$ cat src/rtl/display_scan_driver_pkg.sv
// Shared definitions for the scanned seven-segment display driver:
// FSM state encoding, active-low segment patterns and small helpers.
package display_scan_driver_pkg;

    typedef enum logic {
        IDLE = 1'b0,
        CONV = 1'b1
    } state_t;

    // Active-low, bit order gfedcba
    localparam logic [6:0] SEG_0     = 7'b1000000;
    localparam logic [6:0] SEG_1     = 7'b1111001;
    localparam logic [6:0] SEG_2     = 7'b0100100;
    localparam logic [6:0] SEG_3     = 7'b0110000;
    localparam logic [6:0] SEG_4     = 7'b0011001;
    localparam logic [6:0] SEG_5     = 7'b0010010;
    localparam logic [6:0] SEG_6     = 7'b0000010;
    localparam logic [6:0] SEG_7     = 7'b1111000;
    localparam logic [6:0] SEG_8     = 7'b0000000;
    localparam logic [6:0] SEG_9     = 7'b0010000;
    localparam logic [6:0] SEG_BLANK = 7'b1111111;

    // True when ndigits decimal digits can hold the largest nbits-wide value.
    function automatic bit digits_fit(input int nbits, input int ndigits);
        longint p10;
        p10 = 1;
        for (int i = 0; i < ndigits; i++) begin
            p10 = p10 * 10;
        end
        return p10 > ((longint'(1) << nbits) - 1);
    endfunction

    // Double-dabble correction applied to one BCD nibble before each shift.
    function automatic logic [3:0] dabble_adjust(input logic [3:0] nibble);
        return (nibble >= 4'd5) ? nibble + 4'd3 : nibble;
    endfunction

endpackage

$ cat src/rtl/display_scan_driver_seven_seg_decoder.sv
// Purely combinational BCD digit to active-low seven-segment pattern.
// Codes above 9 never occur in practice and are shown as a blank digit.
module seven_seg_decoder
    import display_scan_driver_pkg::*;
(
    input  logic [3:0] i_bcd,
    output logic [6:0] o_seg
);

    always_comb begin
        case (i_bcd)
            4'd0:    o_seg = SEG_0;
            4'd1:    o_seg = SEG_1;
            4'd2:    o_seg = SEG_2;
            4'd3:    o_seg = SEG_3;
            4'd4:    o_seg = SEG_4;
            4'd5:    o_seg = SEG_5;
            4'd6:    o_seg = SEG_6;
            4'd7:    o_seg = SEG_7;
            4'd8:    o_seg = SEG_8;
            4'd9:    o_seg = SEG_9;
            default: o_seg = SEG_BLANK;
        endcase
    end

endmodule

$ cat src/rtl/display_scan_driver.sv
// Binary-to-BCD converter (sequential double dabble, one shift per cycle)
// feeding a double-buffered, time-multiplexed seven-segment digit scanner.
module display_scan_driver
    import display_scan_driver_pkg::*;
#(
    parameter int p_nbits    = 5,
    parameter int p_ndigits  = 2,
    parameter int p_scan_div = 4
) (
    input  logic                 clk,
    input  logic                 rst,
    input  logic                 in_val,
    output logic                 in_rdy,
    input  logic [p_nbits-1:0]   in_data,
    input  logic                 blank_lz,
    output logic                 conv_done,
    output logic [6:0]           seg,
    output logic [p_ndigits-1:0] digit_en
);

    localparam int BCD_W = 4 * p_ndigits;
    localparam int CNT_W = $clog2(p_nbits + 1);
    localparam int DIV_W = (p_scan_div > 1) ? $clog2(p_scan_div) : 1;
    localparam int IDX_W = (p_ndigits > 1) ? $clog2(p_ndigits) : 1;

    if (!digits_fit(p_nbits, p_ndigits)) begin : g_bad_ndigits
        $error("display_scan_driver: p_ndigits too small for p_nbits");
    end
    if (p_scan_div < 1) begin : g_bad_scan_div
        $error("display_scan_driver: p_scan_div must be at least 1");
    end

    state_t               r_state;
    state_t               w_state_next;
    logic                 w_load;
    logic                 w_shift;
    logic                 w_last;

    logic [p_nbits-1:0]   r_bin;
    logic [BCD_W-1:0]     r_bcd;
    logic [CNT_W-1:0]     r_cnt;
    logic [BCD_W-1:0]     r_display;
    logic                 r_conv_done;
    logic [BCD_W-1:0]     w_bcd_adj;
    logic [BCD_W+p_nbits-1:0] w_shifted;

    logic [DIV_W-1:0]     r_div;
    logic [IDX_W-1:0]     r_idx;
    logic [p_ndigits-1:0] w_blank;
    logic                 w_upper_zero;
    logic [3:0]           w_nibble;
    logic [6:0]           w_dec_seg;

    always_ff @(posedge clk) begin
        if (rst) r_state <= IDLE;
        else     r_state <= w_state_next;
    end

    // NOTE: every output of a combinational block gets a default first; a path
    // that leaves one unassigned would infer a latch.
    always_comb begin
        w_state_next = r_state;
        in_rdy       = 1'b0;
        w_load       = 1'b0;
        w_shift      = 1'b0;
        w_last       = 1'b0;
        case (r_state)
            IDLE: begin
                in_rdy = 1'b1;
                if (in_val) begin
                    w_load       = 1'b1;
                    w_state_next = CONV;
                end
            end
            CONV: begin
                w_shift = 1'b1;
                if (r_cnt == CNT_W'(1)) begin
                    w_last       = 1'b1;
                    w_state_next = IDLE;
                end
            end
            default: w_state_next = IDLE;
        endcase
    end

    always_comb begin
        w_bcd_adj = r_bcd;
        for (int i = 0; i < p_ndigits; i++) begin
            w_bcd_adj[4*i +: 4] = dabble_adjust(r_bcd[4*i +: 4]);
        end
    end

    assign w_shifted = {w_bcd_adj, r_bin} << 1;

    // NOTE: sequential state uses non-blocking assignments so every register
    // samples pre-edge values regardless of statement order.
    always_ff @(posedge clk) begin
        if (rst) begin
            r_bin       <= '0;
            r_bcd       <= '0;
            r_cnt       <= '0;
            r_display   <= '0;
            r_conv_done <= 1'b0;
        end else begin
            r_conv_done <= w_last;
            if (w_load) begin
                r_bin <= in_data;
                r_bcd <= '0;
                r_cnt <= CNT_W'(p_nbits);
            end else if (w_shift) begin
                r_bcd <= w_shifted[BCD_W+p_nbits-1 -: BCD_W];
                r_bin <= w_shifted[p_nbits-1:0];
                r_cnt <= r_cnt - CNT_W'(1);
                if (w_last) r_display <= w_shifted[BCD_W+p_nbits-1 -: BCD_W];
            end
        end
    end

    assign conv_done = r_conv_done;

    always_ff @(posedge clk) begin
        if (rst) begin
            r_div <= '0;
            r_idx <= '0;
        end else if (r_div == DIV_W'(p_scan_div - 1)) begin
            r_div <= '0;
            r_idx <= (r_idx == IDX_W'(p_ndigits - 1)) ? '0 : r_idx + IDX_W'(1);
        end else begin
            r_div <= r_div + DIV_W'(1);
        end
    end

    // A digit is blanked only if it and every more significant digit are zero.
    always_comb begin
        w_blank      = '0;
        w_upper_zero = 1'b1;
        for (int i = p_ndigits - 1; i >= 1; i--) begin
            w_upper_zero = w_upper_zero & (r_display[4*i +: 4] == 4'd0);
            w_blank[i]   = blank_lz & w_upper_zero;
        end
    end

    assign w_nibble = r_display[4*int'(r_idx) +: 4];

    seven_seg_decoder u_dec (
        .i_bcd (w_nibble),
        .o_seg (w_dec_seg)
    );

    assign digit_en = p_ndigits'(1) << r_idx;
    assign seg      = w_blank[r_idx] ? SEG_BLANK : w_dec_seg;

endmodule

$ cat config.mk
export PLATFORM = sky130hd
export DESIGN_NAME = display_scan_driver
export DESIGN_NICKNAME = d
export VERILOG_FILES = /design/src/rtl/display_scan_driver_pkg.sv /design/src/rtl/display_scan_driver_seven_seg_decoder.sv /design/src/rtl/display_scan_driver.sv
export SDC_FILE = /design/constraint.sdc
export NUM_CORES = 1
export LEC_CHECK = 0
export ABC_AREA = 1
export BUFFER_PORTS_ARGS = -buffer_cell sky130_fd_sc_hd__buf_2
export CAP_MARGIN = 20
export CELL_PAD_IN_SITES_DETAIL_PLACEMENT = 1
export CELL_PAD_IN_SITES_GLOBAL_PLACEMENT = 1
export CORE_MARGIN = 2
export CORE_UTILIZATION = 41
export CTS_BUF_LIST = sky130_fd_sc_hd__clkbuf_16
export DETAILED_ROUTE_END_ITERATION = 10
export HOLD_SLACK_MARGIN = 0.02
export PLACE_DENSITY = 0.84
export SYNTH_ARGS = -nofsm -noshare
export SYNTH_HDL_FRONTEND = slang
export SYNTH_SLANG_ARGS = --single-unit
$ cat constraint.sdc
create_clock -name clk -period 2 [get_ports clk]
set_input_delay 0.1 -clock clk [delete_from_list [all_inputs] [get_ports clk]]
set_output_delay 0.1 -clock clk [all_outputs]
set_load 0.02 [all_outputs]
==> results of run 1 <==
path summary, 6_finish.rpt:
check / cells past startpoint / end / slack, ns / startpoint
max: 8 / seg[3] / 0.20 / r_idx
min: 3 / r_bin[0] / 0.07 / in_data[0]
max reg2reg: 5 / r_display[3] / 0.58 / r_state
min reg2reg: 1 / r_div[0] / 0.44 / r_div[0]
worst register-to-register path, cell delays in order (launching register included):
cell     delay, ns
dfxtp_1       0.63
nand3_4       0.14
nand2_1       0.19
inv_1         0.15
nand2_1       0.11
o21ai_1       0.08
what timing repair did:
action / CTS / global route
endpoints found under the setup margin: 4 / 3
hold endpoints to repair: 0 / 0
gates resized for setup: 1 / 2
hold buffers: 0 / 0
pin swaps: 0 / 0
power by group through the flow:
stage	sequential (µW)	combinational (µW)	clock, µW
2_1_floorplan	638	212	0
3_3_place_gp	651	253	0
3_5_place_dp	653	261	0
4_1_cts	642	267	999
5_1_grt	647	305	1030
6_report	642	263	985
sequential cells by signal, indices dropped and copies added, names as in the netlist:
signal and count:
r_bin 5, r_state 1, r_display 8, r_div 2
r_bcd 8, r_cnt 3, r_idx 1, conv_done 1
cell type report:
cell class              count  area, µm²  share of cell area (%)
well taps                  50      62.56                   3.177
clock inverters             3      65.06                   3.304
flip-flops and latches     29      584.3                   29.67
multi-input cells         162      863.3                   43.84
repair buffers             21      110.1                   5.591
clock buffers               5      125.1                   6.353
inverters                  41      158.9                   8.069
layer usage:
| layer | vias up | share of wire (%) | track usage, % |
|---|---|---|---|
| li1 | 791 | - | - |
| met2 | 22 | 52 | 38.99 |
| met3 | 11 | 2.9 | 5.000 |
| met1 | 715 | 42 | 23.31 |
| met5 | - | 0 | 0 |
| met4 | 0 | 2.7 | 9.184 |
layout by cell type, fill, tap and decap left out, drive strengths merged:
cell    netlist  layout
a21oi        11      11
a22oi         1       1
buf           6      21
bufinv        0       2
clkbuf        0       5
clkinv        0       1
dfxtp        29      29
ha           12      12
inv          41      41
nand2        78      78
nand3        26      26
nand4         6       6
nor2         11      11
nor3          1       1
nor3b         1       1
o211ai        1       1
o21ai        11      11
o22ai         1       1
or2           1       1
xnor2         1       1
cell families after synthesis:
logic type,synth area share [%]
XOR/XNOR,0.5308
AO/OA/AOI/OAI,8.644
adder cells (fa/ha/maj),9.098
buffers and inverters,12.74
flip-flops,35.18
AND/OR/NAND/NOR,33.81
per-stage QoR:
| stage | instances | cell area, µm² |
|---|---|---|
| floorplan | 238 | 1650 |
| global placement | 303 | 1772 |
| detailed placement | 303 | 1772 |
| CTS | 311 | 1963 |
| global route | 311 | 1969 |
| finish | 311 | 1969 |
==> impl_metrics.tcl, run 1 <==
set metrics [dict create \
    status "finished, final reports clean" \
    yosysWarnings 0 \
    die_h_um 67.45 \
    drive_gt1_share_pct 17.24 \
    postCtsSetupRepairBufs 0 \
    setup_tns_ns 0 \
    cts_tree "built" \
    num-nets-final 281 \
    synth_cells 238 \
    rsz0062_at_grt "false" \
    syn_area_per_cell_um2 6.934 \
    p_seq_share_pct 34.0 \
    maxSlewHeadroom_pct 66.50 \
    grt_pass1_wl_um 7086 \
    yosysSeqAreaShare_pct 35.18 \
    clk_pin_slew_ns 0.05 \
    clock_power_share_pct 52.1 \
    synthArstFlopShare_pct 0 \
    crit_family "flip-flops" \
    vias 1539 \
    cp_max_fo 10 \
    tightest_slew_ns 0.5018 \
    setup_slack_ns 0.1979 \
    row_count 23 \
    antenna_cells 0 \
    grt_max_degree 12 \
    core_area_um2 3943 \
    min_period_ns 1.802 \
    io_buffers 19 \
    numCtsBuffers 5 \
    grt_pass1_vias 1549 \
    die-area_um2 4549 \
    synth.most_common_cell "nand2_1" \
    cp_slowest_cell "dfxtp_4" \
    yosysUniqueCellTypes 29 \
    synth_edf_count 0 \
    die_w_um 67.45 \
    synthTopCellsByArea "dfxtp_1 (35%), nand2_1 (17%), ha_1 (9.1%)" \
    viasPerCell 4.949 \
    whs_ns 0.07150 \
    arrival_ns 1.70 \
    drtAntennaViolNets 0 \
    root_buffer "clkbuf_16" \
    switching_share_pct 25.14 \
    hold_viol_final 0 \
    max_stage_delay_ns 0.41 \
    area_delta_synth_final_pct 19.33 \
    wl_um 4153 \
    period_share_pct 90.10 \
    leakage_uw 0.001013 \
    first_pass_iters 6 \
    fill_cells 532 \
    synth_largest_area_cell "dfxtp_1" \
    htreeDepth 2 \
    p_int_uw 1415 \
    drt_iter0_markers 57 \
    start_util_pct 41.86 \
    cts_sinks 29 \
    wl_per_cell_um 13.35 \
    synthFlopType "dfxtp_1" \
    gr-total-overflow 0 \
    setup_viol 0 \
    maxCapViolCount 0 \
    worstSetupPathType "register to output port" \
    dpl_worst_slack_ns 0.2832 \
    combPwrFrac_pct 13.9 \
    power_uw 1890 \
    vdd_drop_max_mv 0.5705 \
    dp_hpwl_um 2814 \
    fin_skew_ns 0.002620 \
    worstPathCellList "nand2_1, o21ai_1, inv_1, ha_1, nand2_1, nand3_1, nand3_1, buf_2" \
    drv_slew 0 \
    synth_nets 259 \
    max-clock-path-buffers 2 \
    fin_util_pct 49.95 \
    net-switching-power_uw 475.3 \
    crit_buf_inv 2 \
    drcViolationCount 0 \
    end_kind "output port" \
    synth_top_area_share_pct 35.18 \
    power-per-cell-area_nw_per_um2 959.9 \
    synth.cells.most_frequent "nand2_1 (74), inv_1 (37), dfxtp_1 (29)" \
    worst_ep_required_time_ns 1.90 \
    synth_area_um2 1650 \
    critPathLaunchType "register" \
    gp_congestion 0.7431 \
    clock_latency_ns 0.28 \
    fmax_mhz 554.9 \
    ios 20 \
    grt_util_all_layers_pct 21.30 \
    antenna_found_initial 0 \
    ys_seq_elements 29 \
    hold_class "input pin to register" \
]
(Power assumes the default switching activity.)
==> run 2: changes to the inputs <==
CORE_UTILIZATION = 43   (was 41)
CTS_BUF_LIST = sky130_fd_sc_hd__clkbuf_2   (was sky130_fd_sc_hd__clkbuf_16)
PLACE_DENSITY = 0.78   (was 0.84)
==> run 2 against run 1 <==
  * Non-clock buffer count rose by 10
  * Critical path depth rose by 1
  * First-iteration DRC count fell by 32%
  * Critical endpoint is now seg[4]
  * Die area fell by 4.4%
  * Clock-buffer cell count did not move
  * Total power fell by 27%
  * Fmax fell by 2.8%
  * Sequential share of layout area rose by 0.43 points
  * Largest power group is now sequential cells
  * Worst setup slack got worse by 0.051 ns
  * Clock skew rose by 0.031 ns
==> impl_metrics.tcl, run 2 (synthesis gave the netlist of run 1 again) <==
set metrics [dict create \
    status "finished, final reports clean" \
    setup_tns_ns 0 \
    htreeDepth 2 \
    dp_hpwl_um 2848 \
    fin_skew_ns 0.03395 \
    setup_slack_ns 0.1467 \
    wl_um 4053 \
    hold_viol_final 0 \
    topRoutingLayerUsed "met4" \
    dpl_worst_slack_ns 0.3064 \
    worstSetupPathType "register to output port" \
    finalNonFillerCells 319 \
    root_buffer "clkbuf_2" \
    clk_pin_slew_ns 0.17 \
    layout_commonest_cell "nand2_1" \
    antenna_found_initial 0 \
    fmax_mhz 539.6 \
    rsz0062_at_grt "false" \
    arrival_ns 1.75 \
    drt_iter0_markers 39 \
    viasPerCell 4.984 \
    tightest_slew_ns 0.4906 \
    dr_wl_met3_um 136 \
    maxSlewHeadroom_pct 67.25 \
    grt_util_all_layers_pct 20.45 \
    drcViolationCount 0 \
    wl_per_cell_um 12.71 \
    worst_ep_required_time_ns 1.90 \
    r2r_slack_ns 0.17 \
    hold_class "register to register" \
    cts_sinks 29 \
    dp.cells 301 \
    largest_registers "r_bcd x8, r_display x8, r_bin x5" \
    vdd_drop_max_mv 0.3185 \
    grt_pass1_wl_um 6893 \
    cp_max_fo 6 \
    grt_max_degree 12 \
    cts_tree "built" \
    row_count 22 \
    max-clock-path-buffers 2 \
    die_w_um 65.95 \
    first_pass_iters 4 \
    area_delta_synth_final_pct 18.12 \
    vias 1590 \
    num-nets-final 291 \
    period_share_pct 92.67 \
    start_util_pct 44.74 \
    grt_pass1_vias 1637 \
    numCtsBuffers 5 \
    maxCapViolCount 0 \
    drv_slew 0 \
    mostFrequentLayoutCells "nand2_1 (74), inv_1 (37), dfxtp_1 (26)" \
    gp_congestion 0.8388 \
    die_h_um 65.95 \
    wl_met2_um 1966 \
    critPathLaunchType "register" \
    min_period_ns 1.853 \
    power-per-cell-area_nw_per_um2 705.7 \
    whs_ns 0.4510 \
    wl_met1_um 1895 \
    leakage_uw 0.001007 \
    gr-total-overflow 0 \
    die-area_um2 4349 \
    drive_gt1_share_pct 18.45 \
    power_uw 1376 \
    ios 20 \
    antenna_cells 0 \
    core_area_um2 3689 \
    setup_viol 0 \
    fill_cells 506 \
    drtAntennaViolNets 0 \
    clock_latency_ns 0.39 \
    io_buffers 19 \
    end_kind "output port" \
]
[run 2: cell count changes in the layout (fill, tap and decap cells not counted), sizes merged]
| cell | change |
|---|---|
| dlygate4sd3 | +8 |
| clkinvlp | +1 |
| bufinv | -1 |
| buf | +2 |
[run 2: power by group]
group | internal [µW] | total, µW | switching (µW)
registers | 611 | 639 | 28.0
logic | 107 | 282 | 175
clock network | 213 | 455 | 241
[run 2: path summary, 6_finish.rpt]
check | startpoint | end | cells past startpoint
worst max-delay path | r_idx | seg[4] | 9
worst min-delay path | r_div[0] | r_div[0] | 1
worst max register to register | r_state | r_bin[0] | 6
worst min register to register | r_div[0] | r_div[0] | 1
[run 2: per-stage QoR]
| step | area [µm²] | util, % |
|---|---|---|
| finish | 1949 | 52.85 |
| global route | 1949 | 52.85 |
| CTS | 1924 | 52.17 |
| detailed placement | 1769 | 47.96 |
| floorplan | 1650 | - |
| global placement | 1769 | 47.96 |
[run 2: final cells by class]
class | instances | area [µm²] | share of cell area [%]
multi-input cells | 162 | 867.1 | 44.48
repair buffers | 31 | 205.2 | 10.53
clock inverters | 3 | 46.29 | 2.375
clock buffers | 5 | 25.02 | 1.284
well taps | 48 | 60.06 | 3.081
flip-flops and latches | 29 | 586.8 | 30.10
inverters | 41 | 158.9 | 8.151
[run 2: repair_timing]
item / in CTS / in global routing
endpoints found under the setup margin: 7 / 5
hold endpoints to repair: 10 / 0
setup buffers: 0 / 2
hold buffers: 8 / 0
resized for setup: 2 / 5
[run 2: worst max-delay path, stage by stage, from the launching register on]
cell,delay [ns]
dfxtp_4,0.42
buf_2,0.18
inv_4,0.05
nand2_2,0.07
nand2_4,0.07
inv_1,0.14
nand2_1,0.11
nand2_1,0.08
nand3_1,0.08
buf_2,0.17
[run 2: per-layer routing]
metal,vias to the layer above,global-route usage (%)
met4,0,6.888
met2,25,37.12
met3,6,5.451
met5,-,0
li1,811,-
met1,748,22.96
==> run 3: changes to the inputs <==
ABC_AREA = unset   (was 1)
CORE_UTILIZATION = 45   (was 43)
PLACE_DENSITY = 0.77   (was 0.78)
==> run 3 against run 2 <==
  * Area after synthesis fell by 1.4%
  * Total power fell by 22%
  * Worst setup slack got worse by 0.094 ns
  * Sequential cell count did not move
  * Critical path type unchanged
==> impl_metrics.tcl, run 3 <==
set metrics [dict create \
    status "finished, final reports clean" \
    synth_nets 206 \
    worst_ep_required_time_ns 1.90 \
    leakage_uw 0.0007446 \
    fin_skew_ns 0.01593 \
    setup_viol 0 \
    ys_seq_elements 29 \
    yosysWarnings 0 \
    maxSlewHeadroom_pct 54.34 \
    yosysUniqueCellTypes 45 \
    fmax_mhz 513.5 \
    synth.most_common_cell "dfxtp_1" \
    muxShareOfSynthArea_pct 8.231 \
    use_met2_pct 35.03 \
    hold_viol_final 0 \
    synth_top_area_share_pct 35.69 \
    grt_util_all_layers_pct 19.46 \
    clock_latency_ns 0.35 \
    drv_slew 0 \
    antenna_found_initial 0 \
    dp_hpwl_um 2846 \
    top_usage_layer "met2" \
    vias 1419 \
    row_count 21 \
    setup_slack_ns 0.05248 \
    synthTopCellsByArea "dfxtp_1 (36%), ha_1 (9.2%), mux2i_1 (5.5%)" \
    drtAntennaViolNets 0 \
    clk_pin_slew_ns 0.13 \
    max-clock-path-buffers 2 \
    maxCapViolCount 0 \
    viasPerCell 5.565 \
    grt_pass1_vias 1432 \
    syn_area_per_cell_um2 8.792 \
    num-nets-final 230 \
    synth_area_um2 1627 \
    io_buffers 19 \
    largest_registers "r_bcd x8, r_display x8, r_bin x5" \
    synth_xor_area_share_pct 2.154 \
    arrival_ns 1.85 \
    drt_iter0_markers 42 \
    core_area_um2 3416 \
    root_buffer "clkbuf_2" \
    grt_max_degree 17 \
    synth_largest_area_cell "dfxtp_1" \
    end_kind "output port" \
    cts_sinks 29 \
    mostFrequentLayoutCells "dfxtp_1 (27), nor2_1 (17), buf_2 (16)" \
    rsz0062_at_grt "true" \
    synthAdderAreaFrac_pct 9.231 \
    cts_tree "built" \
    synthFlopType "dfxtp_1" \
    worstSetupPathType "register to output port" \
    htreeDepth 2 \
    yosys.area_share.simple_pct 18.46 \
    power-per-cell-area_nw_per_um2 572.7 \
    critPathLaunchType "register" \
    synthArstFlopShare_pct 0 \
    min_period_ns 1.948 \
    gp_congestion 0.7981 \
    dpl_worst_slack_ns 0.2675 \
    synth_compound_area_share_pct 20.08 \
    drcViolationCount 0 \
    synth.cells.most_frequent "dfxtp_1 (29), nor2_1 (17), a21oi_1 (15)" \
    first_pass_iters 4 \
    ios 20 \
    synth_edf_count 0 \
    numCtsBuffers 5 \
    area_delta_synth_final_pct 15.31 \
    power_uw 1074 \
    die_w_um 64.12 \
    synth_cells 185 \
    period_share_pct 97.38 \
    cp_max_fo 4 \
    start_util_pct 47.62 \
    drive_gt1_share_pct 25.36 \
    yosysSeqAreaShare_pct 35.69 \
    synth_top_family_by_area "compound AO/OA/AOI/OAI gates" \
    wl_per_cell_um 15.05 \
    gr-total-overflow 0 \
    die_h_um 64.12 \
    wl_um 3839 \
    hold_class "input pin to register" \
    antenna_cells 0 \
    grt_util_met3_pct 4.754 \
    tightest_slew_ns 0.6835 \
    vdd_drop_max_mv 0.3141 \
    fill_cells 420 \
    die-area_um2 4111 \
    grt_pass1_wl_um 6292 \
    layout_commonest_cell "dfxtp_1" \
    gr-usage-met1_pct 22.44 \
]
==> run 3: path summary, 6_finish.rpt <==
kind                            cells after the start  endpoint  slack (ns)        from
worst max register to register                      6  r_bcd[6]        0.41    r_bcd[4]
worst min register to register                      1  r_div[0]        0.44    r_div[0]
worst min-delay path                                3  r_bin[0]        0.04  in_data[0]
worst max-delay path                                7    seg[4]        0.05       r_idx
==> run 3: layout make-up <==
class,count,area (µm²),area share [%]
Clock inverter,1,3.754,0.2001
Sequential cell,29,585.6,31.22
Inverter,12,45.04,2.402
Clock buffer,6,30.03,1.601
Multi-Input combinational cell,134,991.0,52.84
Tap cell,46,57.56,3.069
Timing Repair Buffer,27,162.7,8.672
==> run 3: what timing repair did <==
item	4_1_cts	5_1_grt
hold buffers	0	0
gates cloned	0	0
endpoints found under the setup margin	7	5
pin swaps	0	1
setup buffers	0	4
gates resized for setup	3	11
==> run 3: power breakdown <==
group          leakage [µW]  switching [µW]  internal [µW]
Sequential         0.000238            19.7            602
Clock             0.0000265             187           81.5
Combinational      0.000481             104           80.0
Total              0.000745             311            763
==> run 3: critical path, stage by stage (launching register included) <==
cell,delay [ns]
dfxtp_4,0.41
mux2i_2,0.24
inv_1,0.13
ha_1,0.26
nand2_1,0.09
o21ai_1,0.06
a32oi_1,0.16
buf_4,0.17
==> run 3: routing by layer <==
layer | wire length (µm) | vias to the layer above | share of wire [%]
met4 | 63 | 0 | 1.6
met3 | 119 | 7 | 3.1
met1 | 1684 | 689 | 44
met2 | 1971 | 24 | 51
li1 | - | 699 | -
met5 | 0 | - | 0
==> run 3: through the flow <==
stage | utilization (%) | setup TNS, ns | instance area (µm²) | instances | hold WS (ns)
floorplan | - | 0 | 1627 | 185 | 0.2839
global placement | 51.36 | 0 | 1754 | 244 | 0.3908
detailed placement | 51.36 | 0 | 1754 | 244 | 0.4177
CTS | 52.56 | 0 | 1795 | 251 | 0.02165
global route | 54.91 | -0.2931 | 1876 | 255 | 0.02830
finish | 54.91 | 0 | 1876 | 255 | 0.03603
==> run 3: cell families after synthesis <==
group | Yosys count
buffers and inverters | 22
AO/OA/AOI/OAI | 50
adder cells (fa/ha/maj) | 12
XOR/XNOR | 4
multiplexers | 12
AND/OR/NAND/NOR | 56
flip-flops | 29
